File: src/rtl/vfu_cmd_bridge.sv
// -----------------------------------------------------------------------------
// vfu_cmd_bridge
//
// Bridges the CFU command/response interface to a vector core issue port.
// Every accepted command is forwarded to the vector core and is given one slot
// in an in-order response queue. Scalar-result instructions (vmv.x.s) wait in
// the queue until the core returns their result. All other instructions are
// complete when they are written and answer with zero. Responses leave strictly
// in acceptance order.
//
// Handshake semantics (all three channels):
//   A transfer happens on a rising clk edge where valid & ready are both 1.
//   cmd:  the bridge never waits for cmd_valid before raising cmd_ready.
//         cmd_ready = vec_insn_ready & ~full.
//   vec:  vec_insn_valid = cmd_valid & ~full. It does not look at
//         vec_insn_ready, so the core sees the same transfer as the CFU.
//   rsp:  rsp_valid / rsp_payload_output are registered. While rsp_ready is
//         low they hold their value.
//
// Optional feature: define VFU_TIMEOUT_EN to build a head-of-queue watchdog.
// After TIMEOUT_CYCLES cycles it completes a stalled result entry with
// 32'hDEAD_BEEF and sets the sticky err_timeout.
// Without the macro, err_timeout is tied to 0.
//
// Ports:
//   clk, reset                 clock, synchronous active-high reset
//   cmd_valid / cmd_ready      CFU command handshake
//   cmd_payload_instruction    instruction (INSN_WIDTH)
//   cmd_payload_inputs_0/1     rs1 / rs2 values (XLEN)
//   rsp_valid / rsp_ready      CFU response handshake
//   rsp_payload_output         response data (XLEN)
//   vec_insn_valid / _ready    vector core issue handshake
//   vec_insn                   forwarded instruction
//   vec_data_in_1 / _2         forwarded rs1 / rs2
//   vec_result_valid           one-cycle strobe per scalar result, in issue order
//   vec_result                 scalar result data
//   err_timeout                sticky watchdog error
// -----------------------------------------------------------------------------
module vfu_cmd_bridge #(
   parameter int INSN_WIDTH     = 32,
   parameter int XLEN           = 32,
   parameter int RSP_DEPTH      = 4,
   parameter int TIMEOUT_CYCLES = 1024
) (
   input  logic                  clk,
   input  logic                  reset,
   input  logic                  cmd_valid,
   output logic                  cmd_ready,
   input  logic [INSN_WIDTH-1:0] cmd_payload_instruction,
   input  logic [XLEN-1:0]       cmd_payload_inputs_0,
   input  logic [XLEN-1:0]       cmd_payload_inputs_1,
   output logic                  rsp_valid,
   input  logic                  rsp_ready,
   output logic [XLEN-1:0]       rsp_payload_output,
   output logic                  vec_insn_valid,
   input  logic                  vec_insn_ready,
   output logic [INSN_WIDTH-1:0] vec_insn,
   output logic [XLEN-1:0]       vec_data_in_1,
   output logic [XLEN-1:0]       vec_data_in_2,
   input  logic                  vec_result_valid,
   input  logic [XLEN-1:0]       vec_result,
   output logic                  err_timeout
);

   localparam int              PW      = $clog2(RSP_DEPTH);
   localparam logic [PW:0]     DEPTH_C = (PW+1)'(RSP_DEPTH);
   localparam logic [PW-1:0]   PTR_ONE = PW'(1);
   localparam logic [PW:0]     CNT_ONE = (PW+1)'(1);
   localparam logic [6:0]      OPC_V   = 7'b1010111;
   localparam logic [2:0]      F3_MVX  = 3'b010;
   localparam logic [5:0]      F6_VMV  = 6'b010000;

   // Queue storage: one {needs_result, done, data} triple per slot.
   logic [RSP_DEPTH-1:0] q_needs;
   logic [RSP_DEPTH-1:0] q_done;
   logic [XLEN-1:0]      q_data   [RSP_DEPTH];
   logic [RSP_DEPTH-1:0] q_needs_n;
   logic [RSP_DEPTH-1:0] q_done_n;
   logic [XLEN-1:0]      q_data_n [RSP_DEPTH];

   logic [PW-1:0] head, tail, head_n, tail_n;
   logic [PW:0]   count, count_n;

   logic            rsp_valid_q, rsp_valid_n;
   logic [XLEN-1:0] rsp_data_q, rsp_data_n;

   logic          full, accept, pop, needs_result;
   logic          fill_found, fill_hit;
   logic [PW-1:0] fill_idx, scan_idx;
   logic          to_fire;

   // ---------------------------------------------------------------------------
   // Issue path
   // ---------------------------------------------------------------------------
   assign full           = (count == DEPTH_C);
   assign vec_insn_valid = cmd_valid & ~full;
   assign cmd_ready      = vec_insn_ready & ~full;
   assign accept         = cmd_valid & cmd_ready;
   assign vec_insn       = cmd_payload_instruction;
   assign vec_data_in_1  = cmd_payload_inputs_0;
   assign vec_data_in_2  = cmd_payload_inputs_1;

   // vmv.x.s is the only instruction that returns a scalar to the CPU.
   assign needs_result = (cmd_payload_instruction[6:0]   == OPC_V)  &
                         (cmd_payload_instruction[14:12] == F3_MVX) &
                         (cmd_payload_instruction[31:26] == F6_VMV);

   assign pop = rsp_valid_q & rsp_ready;

   // ---------------------------------------------------------------------------
   // Fill pointer: the oldest occupied slot still waiting for a result.
   // The core answers in issue order, so the next result always belongs to
   // this slot. The scan only covers slots that were occupied before this
   // cycle. A command accepted in the same cycle as a strobe can therefore
   // never receive that strobe.
   // ---------------------------------------------------------------------------
   always_comb begin
      fill_found = 1'b0;
      fill_idx   = '0;
      scan_idx   = '0;
      for (int i = 0; i < RSP_DEPTH; i++) begin
         scan_idx = head + PW'(i);
         if (!fill_found && ((PW+1)'(i) < count) &&
             q_needs[scan_idx] && !q_done[scan_idx]) begin
            fill_found = 1'b1;
            fill_idx   = scan_idx;
         end
      end
   end

`ifdef VFU_TIMEOUT_EN
   localparam int TW = $clog2(TIMEOUT_CYCLES) + 1;

   logic [TW-1:0] to_cnt;
   logic [PW:0]   drop_cnt;
   logic          head_pending;
   logic          err_q;

   assign head_pending = (count != '0) & q_needs[head] & ~q_done[head];

   // Each forced completion still owes one late strobe from the core.
   // drop_cnt counts these strobes, and they are discarded so that they do
   // not complete a younger entry.
   assign fill_hit = vec_result_valid & fill_found & (drop_cnt == '0);

   // A real result that arrives in the firing cycle takes priority.
   assign to_fire = head_pending & (to_cnt == TW'(TIMEOUT_CYCLES - 1)) &
                    ~(fill_hit & (fill_idx == head));

   always_ff @(posedge clk) begin
      if (reset) begin
         to_cnt   <= '0;
         drop_cnt <= '0;
         err_q    <= 1'b0;
      end else begin
         if (pop || !head_pending || to_fire)
            to_cnt <= '0;
         else
            to_cnt <= to_cnt + TW'(1);

         if (to_fire && !(vec_result_valid && drop_cnt != '0)) begin
            if (drop_cnt != '1)
               drop_cnt <= drop_cnt + CNT_ONE;
         end else if (!to_fire && vec_result_valid && drop_cnt != '0) begin
            drop_cnt <= drop_cnt - CNT_ONE;
         end

         if (to_fire)
            err_q <= 1'b1;
      end
   end

   assign err_timeout = err_q;
`else
   assign fill_hit    = vec_result_valid & fill_found;
   assign to_fire     = 1'b0;
   assign err_timeout = 1'b0;
`endif

   // ---------------------------------------------------------------------------
   // Queue next state. The response register is loaded from the head slot as
   // it will be after this edge. This gives a one-cycle response latency for
   // commands that complete when they are written.
   // ---------------------------------------------------------------------------
   always_comb begin
      q_needs_n = q_needs;
      q_done_n  = q_done;
      q_data_n  = q_data;

      if (fill_hit) begin
         q_done_n[fill_idx] = 1'b1;
         q_data_n[fill_idx] = vec_result;
      end

      if (to_fire) begin
         q_done_n[head] = 1'b1;
         q_data_n[head] = XLEN'(32'hDEAD_BEEF);
      end

      // The tail slot is free whenever accept is high (queue not full), so it
      // never collides with the fill or watchdog writes above.
      if (accept) begin
         q_needs_n[tail] = needs_result;
         q_done_n[tail]  = ~needs_result;
         q_data_n[tail]  = '0;
      end

      head_n = pop    ? head + PTR_ONE : head;
      tail_n = accept ? tail + PTR_ONE : tail;

      case ({accept, pop})
         2'b10:   count_n = count + CNT_ONE;
         2'b01:   count_n = count - CNT_ONE;
         default: count_n = count;
      endcase

      rsp_valid_n = (count_n != '0) & q_done_n[head_n];
      rsp_data_n  = rsp_valid_n ? q_data_n[head_n] : '0;
   end

   always_ff @(posedge clk) begin
      if (reset) begin
         head        <= '0;
         tail        <= '0;
         count       <= '0;
         q_needs     <= '0;
         q_done      <= '0;
         for (int i = 0; i < RSP_DEPTH; i++)
            q_data[i] <= '0;
         rsp_valid_q <= 1'b0;
         rsp_data_q  <= '0;
      end else begin
         head        <= head_n;
         tail        <= tail_n;
         count       <= count_n;
         q_needs     <= q_needs_n;
         q_done      <= q_done_n;
         q_data      <= q_data_n;
         rsp_valid_q <= rsp_valid_n;
         rsp_data_q  <= rsp_data_n;
      end
   end

   assign rsp_valid          = rsp_valid_q;
   assign rsp_payload_output = rsp_data_q;

endmodule

File: config.mk
export PLATFORM = sky130hd
export DESIGN_NAME = vfu_cmd_bridge
export DESIGN_NICKNAME = d
export VERILOG_FILES = /design/src/rtl/vfu_cmd_bridge.sv
export SDC_FILE = /design/constraint.sdc
export NUM_CORES = 1
export LEC_CHECK = 0
export ABC_AREA = 1
export BUFFER_PORTS_ARGS = -buffer_cell sky130_fd_sc_hd__buf_2
export CAP_MARGIN = 25
export CORE_MARGIN = 2
export CORE_UTILIZATION = 40
export DETAILED_ROUTE_END_ITERATION = 12
export PLACE_DENSITY = 0.66
export SYNTH_ARGS = -nofsm -noshare
export SYNTH_HDL_FRONTEND = slang
export SYNTH_SLANG_ARGS = --single-unit
File: constraint.sdc
create_clock -name clk -period 2.3 [get_ports clk]
set_input_delay 0.46 -clock clk [delete_from_list [all_inputs] [get_ports clk]]
set_output_delay 0.46 -clock clk [all_outputs]
set_load 0.02 [all_outputs]
==> run_results.csv, run 1 <==
group,metric,value,unit
global_routing,grt_overflow,0,
logic_synthesis,yosysTopAreaCellShare,36.2,%
drt,wl_per_cell,16.5,um
power_and_ir_drop,pwr-share-clk,44.2,%
power_and_ir_drop,power_frac_comb,8.2,%
power_and_ir_drop,peakVddDrop,0.517,mV
logic_synthesis,synth_area_per_cell,6.70,um^2
timing,tightest_slew,0.653,ns
layout,post-route-util,55.4,%
drt,vias_per_cell,5.26,
timing,fin_crit,2.51,ns
power_and_ir_drop,swShare,25.7,%
clock_tree,htreeDepth,4,
clock_tree,cts_tree,"done",
clock_tree,cts_hold_buf,0,
setup_path,slowest_delay,0.35,ns
timing,setup_ws,-0.210,ns
timing,setup_viol_count_final,104,
clock_tree,cts.sink_count,176,
drt,firstDrtPassIters,9,
logic_synthesis,syn_area,9740,um^2
setup_path,worstRegToRegCells,16,
setup_path,cp.arrival,2.84,ns
layout,synthToLayoutAreaGrowth,37.2,%
setup_path,crit_fanout,12,
setup_path,worst-endpoint-required,2.63,ns
power_and_ir_drop,p_total,6430,uW
logic_synthesis,synth_common_cells,"nand2_1, nand3_1, inv_1",
global_routing,track_usage,21.5,%
setup_path,slowest_stage,"dfxtp_2",
power_and_ir_drop,switchingPower,1650,uW
place,dp_hpwl,16.7,mm
power_and_ir_drop,power.density,481,nW/um^2
layout,drive_above_1_share,37.2,%
drt,first_iter_violations,941,
setup_path,worstSetupEndpoint,"rsp_payload_output[6]",
setup_path,critical_path.startpoint_type,"register",
hold_path,hp-class,"input pin to register",
setup_path,crit_start,"count[1]",
floorplan,ios,266,
timing,hold_viol,0,
floorplan,die_h,160,um
logic_synthesis,yosys_most_used_dff,"dfxtp_1",
floorplan,die_x,160,um
job,cap_violations,0,
clock_tree,numCtsBuffers,17,
run_status,status,"complete, but fails checks",
setup_path,reg2reg_from,"count[1]",
clock_tree,clockBufferDepth,2,
timing,period_share,109,%
setup_path,cp_cell_sequence,"inv_4, ha_4, a22oi_2, nand3_4, nand4_1, nand3_2, nand2_4, nand2_8, nor2_4, buf_12, buf_12, nand3_1, nand3_2, nand2_1, nand3_1, a21oi_2",
timing,finalMaxSlewViolations,0,
logic_synthesis,synth_area_leaders,"dfxtp_1, nand3_1, nand2_1, buf_4, inv_1",
logic_synthesis,synth_top_cell_by_area,"dfxtp_1",
global_routing,grt_pass1_wl,44.9,mm
place,numPortBuffers,104,
run_status,violations,"negative setup slack",
timing,max_freq,0.398,GHz
drt,final_antenna_net_count,0,
place,pre_cts_ws,-0.237,ns
clock_tree,insertion_delay,0.44,ns
drt,num_vias,10100,
timing,rsz0062_at_grt,"true",
setup_path,worstSetupPathType,"register to register",
logic_synthesis,syn_nets,1598,
logic_synthesis,ys_seq_area_share,36.2,%
floorplan,fp-row-count,57,
layout,nNetsFinal,1727,
logic_synthesis,synth_cell_types,34,
clock_tree,clock_tree.root_cell,"clkbuf_16",
logic_synthesis,yosysWarningCount,0,
drt,post-route-drc-count,0,
setup_path,crit_buf_inv,3,
global_routing,grt_pass1_vias,8995,
logic_synthesis,synth_cells,1454,
setup_path,endpoint_kind,"register",
setup_path,r2r_slack,-0.21,ns
floorplan,start_util,40.4,%
power_and_ir_drop,p_leak,0.00604,uW
global_routing,grt_max_degree,112,
setup_path,cp_top_family,"simple AND/OR/NAND/NOR gates",
place,gp_congestion,0.851,
clock_tree,clk_pin_slew,0.07,ns
logic_synthesis,synthArstFlopShare,0,%
floorplan,dieArea,25600,um^2
setup_path,rr_endpoint,"rsp_payload_output[6]",
power_and_ir_drop,seqPwrFrac,47.6,%
logic_synthesis,synthMostInstantiatedCell,"nand2_1",
timing,maxSlewHeadroom,56.5,%
logic_synthesis,synth_edf_count,0,
floorplan,core_area,24100,um^2
logic_synthesis,synth_seq_cells,176,
global_routing,grt_antenna_before_repair,1,
drt,wl,31.7,mm
timing,clock_skew,0.0101,ns
layout,fill_cells,2213,
power_and_ir_drop,internal-power,4780,uW
setup_path,cp.depth,16,
==> kinds of logic (layout without fill, tap and decap cells) <==
| logic type | count (synthesis) | count (layout) | share of synthesized area (%) |
|---|---|---|---|
| AO/OA/AOI/OAI | 53 | 53 | 4.02 |
| XOR/XNOR | 2 | 2 | 0.334 |
| adder cells (fa/ha/maj) | 10 | 10 | 1.28 |
| buffers and inverters | 392 | 533 | 19.9 |
| flip-flops | 176 | 176 | 36.2 |
| other | 1 | 2 | 0.0385 |
| AND/OR/NAND/NOR | 820 | 820 | 38.3 |
==> worst register-to-register path: cells and delay by family (launching register included) <==
kind	cells	cell delay, ns
flops	1	0.35
buf+inv	3	0.38
fa+ha+maj	1	0.15
simple gates	10	1.22
compound gates	2	0.32
==> cell type report <==
cell class / instances / area, um^2 / share of cell area [%]
diodes: 1 / 2.50 / 0.0187
clock buffers: 20 / 457 / 3.42
clock inverters: 11 / 108 / 0.805
inverters: 196 / 753 / 5.64
multi-input cells: 886 / 5410 / 40.4
flip-flops and latches: 176 / 3530 / 26.4
well taps: 324 / 405 / 3.03
repair buffers: 306 / 2700 / 20.2
==> routing by layer <==
metal	track usage [%]	vias to the layer above	part of all wire, %
li1	-	4783	-
met1	27.7	4709	41
met2	35.2	498	47
met3	5.22	103	7.8
met4	7.94	0	3.9
met5	0	-	0
==> cells in the final DEF, fill, tap and decap left out, types with 6 or more instances in the layout <==
| cell type | count |
|---|---|
| nand2_4 | 14 |
| buf_2 | 103 |
| nor2_2 | 17 |
| clkbuf_16 | 25 |
| a21oi_2 | 30 |
| ha_1 | 6 |
| nor2_1 | 123 |
| buf_6 | 43 |
| nand2_2 | 41 |
| a21oi_1 | 9 |
| nand3_2 | 96 |
| nand2_1 | 262 |
| nand3_1 | 161 |
| buf_4 | 124 |
| dfxtp_1 | 172 |
| buf_12 | 24 |
| nand3_4 | 23 |
| inv_1 | 186 |
| nand4_1 | 70 |
==> worst min-delay path by stage <==
stage,start,endpoint,slack (ns),cells after the start
after global placement,q_needs[1],q_needs[1],0.45,2
after global routing,reset,count[2],0.27,2
after floorplan,q_needs[0],q_needs[0],0.45,2
after detailed placement,q_needs[1],q_needs[1],0.46,2
after CTS,reset,count[2],0.25,2
final,reset,count[2],0.26,2
==> sequential cells by signal (all words and copies together) (netlist names) <==
| signal | count |
|---|---|
| count | 3 |
| head | 2 |
| q_data | 128 |
| q_done | 4 |
| q_needs | 4 |
| rsp_payload_output | 32 |
| rsp_valid | 1 |
| tail | 2 |
==> metrics by stage <==
stage	hold WS (ns)	instance area [um^2]	setup TNS (ns)	std cells
3_3_place_gp	0.453	10900	-6.05	1846
5_1_grt	0.273	13400	-18.30	1919
3_5_place_dp	0.457	10900	-10.06	1846
4_1_cts	0.252	11800	-2.46	1894
6_report	0.260	13400	-7.73	1920
2_1_floorplan	0.445	9770	0	1454
==> power groups by stage <==
stage	clock [uW]	sequential [uW]	combinational, uW
6_report	2840	3060	525
2_1_floorplan	0	3130	482
3_5_place_dp	0	3130	442
4_1_cts	2860	3060	470
3_3_place_gp	0	3130	441
5_1_grt	2990	3060	565
==> what timing repair did <==
action,in CTS,in global routing
resized for setup,50,271
pin swaps,20,60
setup buffers,16,14
setup endpoints to repair,133,161
gates cloned,2,13
No activity file was read; power rests on OpenSTA's default activity.
==> run 2: changes to the inputs <==
--- a/config.mk
+++ b/config.mk
@@ -13,3 +13,4 @@
 export DETAILED_ROUTE_END_ITERATION = 12
-export PLACE_DENSITY = 0.66
+export GPL_ROUTABILITY_DRIVEN = 0
+export PLACE_DENSITY_LB_ADDON = 0.08
 export SYNTH_ARGS = -nofsm -noshare
==> constraint.sdc (replaced) <==
create_clock -name clk -period 2.3 [get_ports clk]
set_input_delay 0.345 -clock clk [delete_from_list [all_inputs] [get_ports clk]]
set_output_delay 0.345 -clock clk [all_outputs]
set_load 0.02 [all_outputs]
==> run 2 against run 1 <==
Effect of this change: the run still ends with negative setup slack left; hold slack got worse by 0.074 ns; via count decreased by 4.9%; sequential power about the same; critical path depth increased by 1; first-iteration DRC count decreased by 39%; die area unchanged; final cell count decreased by 0.16%; register-to-register slack improved by 0.14 ns; maximum frequency increased by 6.0%; largest cell class unchanged; highest routed layer unchanged.
==> run_results.csv, run 2 (synthesized netlist as in run 1, its figures left out) <==
group,metric,value,unit
timing,maxSlewHeadroom,64.2,%
drt,post-route-drc-count,0,
layout,nNetsFinal,1724,
drt,wl,30.5,mm
drt,wl_per_cell,15.9,um
layout,mostFrequentLayoutCell,"nand2_1",
timing,tns,-1.46,ns
layout,largest_register_ffs,128,
hold_path,worstHoldPathCells,2,
drt,num_vias,9596,
clock_tree,htreeDepth,4,
global_routing,grt_pass1_vias,8928,
floorplan,die_x,160,um
setup_path,endpoint_kind,"register",
global_routing,grt_overflow,0,
clock_tree,insertion_delay,0.43,ns
place,dp_hpwl,18.2,mm
setup_path,rr_endpoint,"rsp_payload_output[0]",
clock_tree,cts_tree,"done",
global_routing,grt_pass1_wl,47.6,mm
floorplan,die_h,160,um
floorplan,start_util,40.4,%
timing,clock_skew,0.0134,ns
power_and_ir_drop,peakVddDrop,0.319,mV
drt,final_antenna_net_count,0,
clock_tree,cts.sink_count,176,
setup_path,critical_path.startpoint_type,"register",
floorplan,dieArea,25600,um^2
layout,post-route-util,52.8,%
clock_tree,cts_hold_buf,0,
timing,fin_crit,2.37,ns
setup_path,worstRegToRegCells,17,
floorplan,ios,266,
clock_tree,clk_pin_slew,0.07,ns
global_routing,grt_max_degree,90,
global_routing,grt_antenna_before_repair,0,
drt,first_iter_violations,578,
drt,firstDrtPassIters,6,
layout,final_cell_mix,"nand2_1, inv_1, dfxtp_1",
timing,rsz0062_at_grt,"true",
clock_tree,clock_tree.root_cell,"clkbuf_16",
setup_path,cp.arrival,2.68,ns
layout,drive_above_1_share,33.1,%
hold_path,holdCritStartpoint,"reset",
layout,antenna_cells,0,
power_and_ir_drop,p_leak,0.00588,uW
floorplan,fp-row-count,57,
setup_path,reg2reg_from,"count[1]",
setup_path,worstSetupEndpoint,"rsp_payload_output[0]",
timing,tightest_slew,0.537,ns
job,cap_violations,0,
place,numPortBuffers,104,
timing,finalMaxSlewViolations,0,
setup_path,crit_fanout,8,
clock_tree,numCtsBuffers,17,
timing,setup_ws,-0.0680,ns
run_status,violations,"negative setup slack",
floorplan,core_area,24100,um^2
setup_path,r2r_slack,-0.07,ns
power_and_ir_drop,power.density,515,nW/um^2
timing,hold_viol,0,
setup_path,worstSetupPathType,"register to register",
layout,synthToLayoutAreaGrowth,30.5,%
timing,setup_viol_count_final,38,
timing,max_freq,0.422,GHz
run_status,status,"complete, but fails checks",
place,pre_cts_ws,-0.214,ns
setup_path,crit_start,"count[1]",
global_routing,track_usage,23.1,%
drt,vias_per_cell,5.01,
layout,regMostFlops,"q_data",
hold_path,hp-class,"input pin to register",
timing,period_share,103,%
setup_path,worst-endpoint-required,2.62,ns
clock_tree,clockBufferDepth,2,
-- run 2: cell count changes in the layout (fill, tap and decap cells not counted), moves of 14 or more --
cell     previous run  this run
buf_6              43         8
nand3_4            23         5
nand2_1           262       305
buf_4             124       163
nand2_2            41         9
nor2_1            123       138
nor2_2             17         3
nand3_2            96       111
-- run 2: report_power, final --
group | internal [uW] | switching, uW
Combinational | 172 | 351
Clock | 1630 | 1340
Sequential | 3050 | 6.18
Total | 4850 | 1700
-- run 2: metrics by stage --
stage	hold WS, ns	power, uW	cell area (um^2)	cells
floorplan	0.445	3610	9770	1454
global placement	0.454	3610	11100	1868
detailed placement	0.464	3600	11100	1868
CTS	0.169	6600	12000	1911
global route	0.193	6790	12700	1917
finish	0.186	6550	12700	1917
-- run 2: what timing repair did --
item                       in CTS  in global routing
buffers inserted               11                  2
gates resized for setup        52                123
pin swaps                      17                 22
setup endpoints to repair     135                155
cloned                          2                  6
-- run 2: final cells by class --
type,instances,area (um^2)
clock inverters,13,154
multi-input cells,886,5020
flip-flops and latches,176,3530
well taps,324,405
inverters,196,748
repair buffers,303,2430
fillers,2468,11400
clock buffers,19,433
-- run 2: worst min-delay path by stage --
stage / end / slack [ns]
3_5_place_dp: q_needs[0] / 0.46
6_report: head[0] / 0.19
4_1_cts: head[0] / 0.17
5_1_grt: head[0] / 0.19
2_1_floorplan: q_needs[0] / 0.45
3_3_place_gp: q_needs[1] / 0.45
-- run 2: worst max-delay path, cell delays in order (launching register included) --
cell and delay, ns:
dfxtp_2 0.33, inv_2 0.06, ha_4 0.15, a22oi_2 0.18, buf_4 0.15, nand3_4 0.09, nand4_1 0.10, nand3_2 0.09
nand2_4 0.12, nand2_8 0.09, nor2_4 0.15, buf_12 0.19, clkbuf_16 0.17, nand3_1 0.08, nand3_2 0.08, nand2_1 0.05
nand3_1 0.09, a21oi_1 0.07
-- run 2: layer usage --
| metal | share of wire, % | vias up | GRT usage, % |
|---|---|---|---|
| met2 | 46 | 240 | 38.6 |
| met1 | 48 | 4556 | 31.7 |
| li1 | - | 4771 | - |
| met4 | 0.95 | 0 | 4.71 |
| met5 | 0 | - | 0 |
| met3 | 5.0 | 29 | 3.77 |
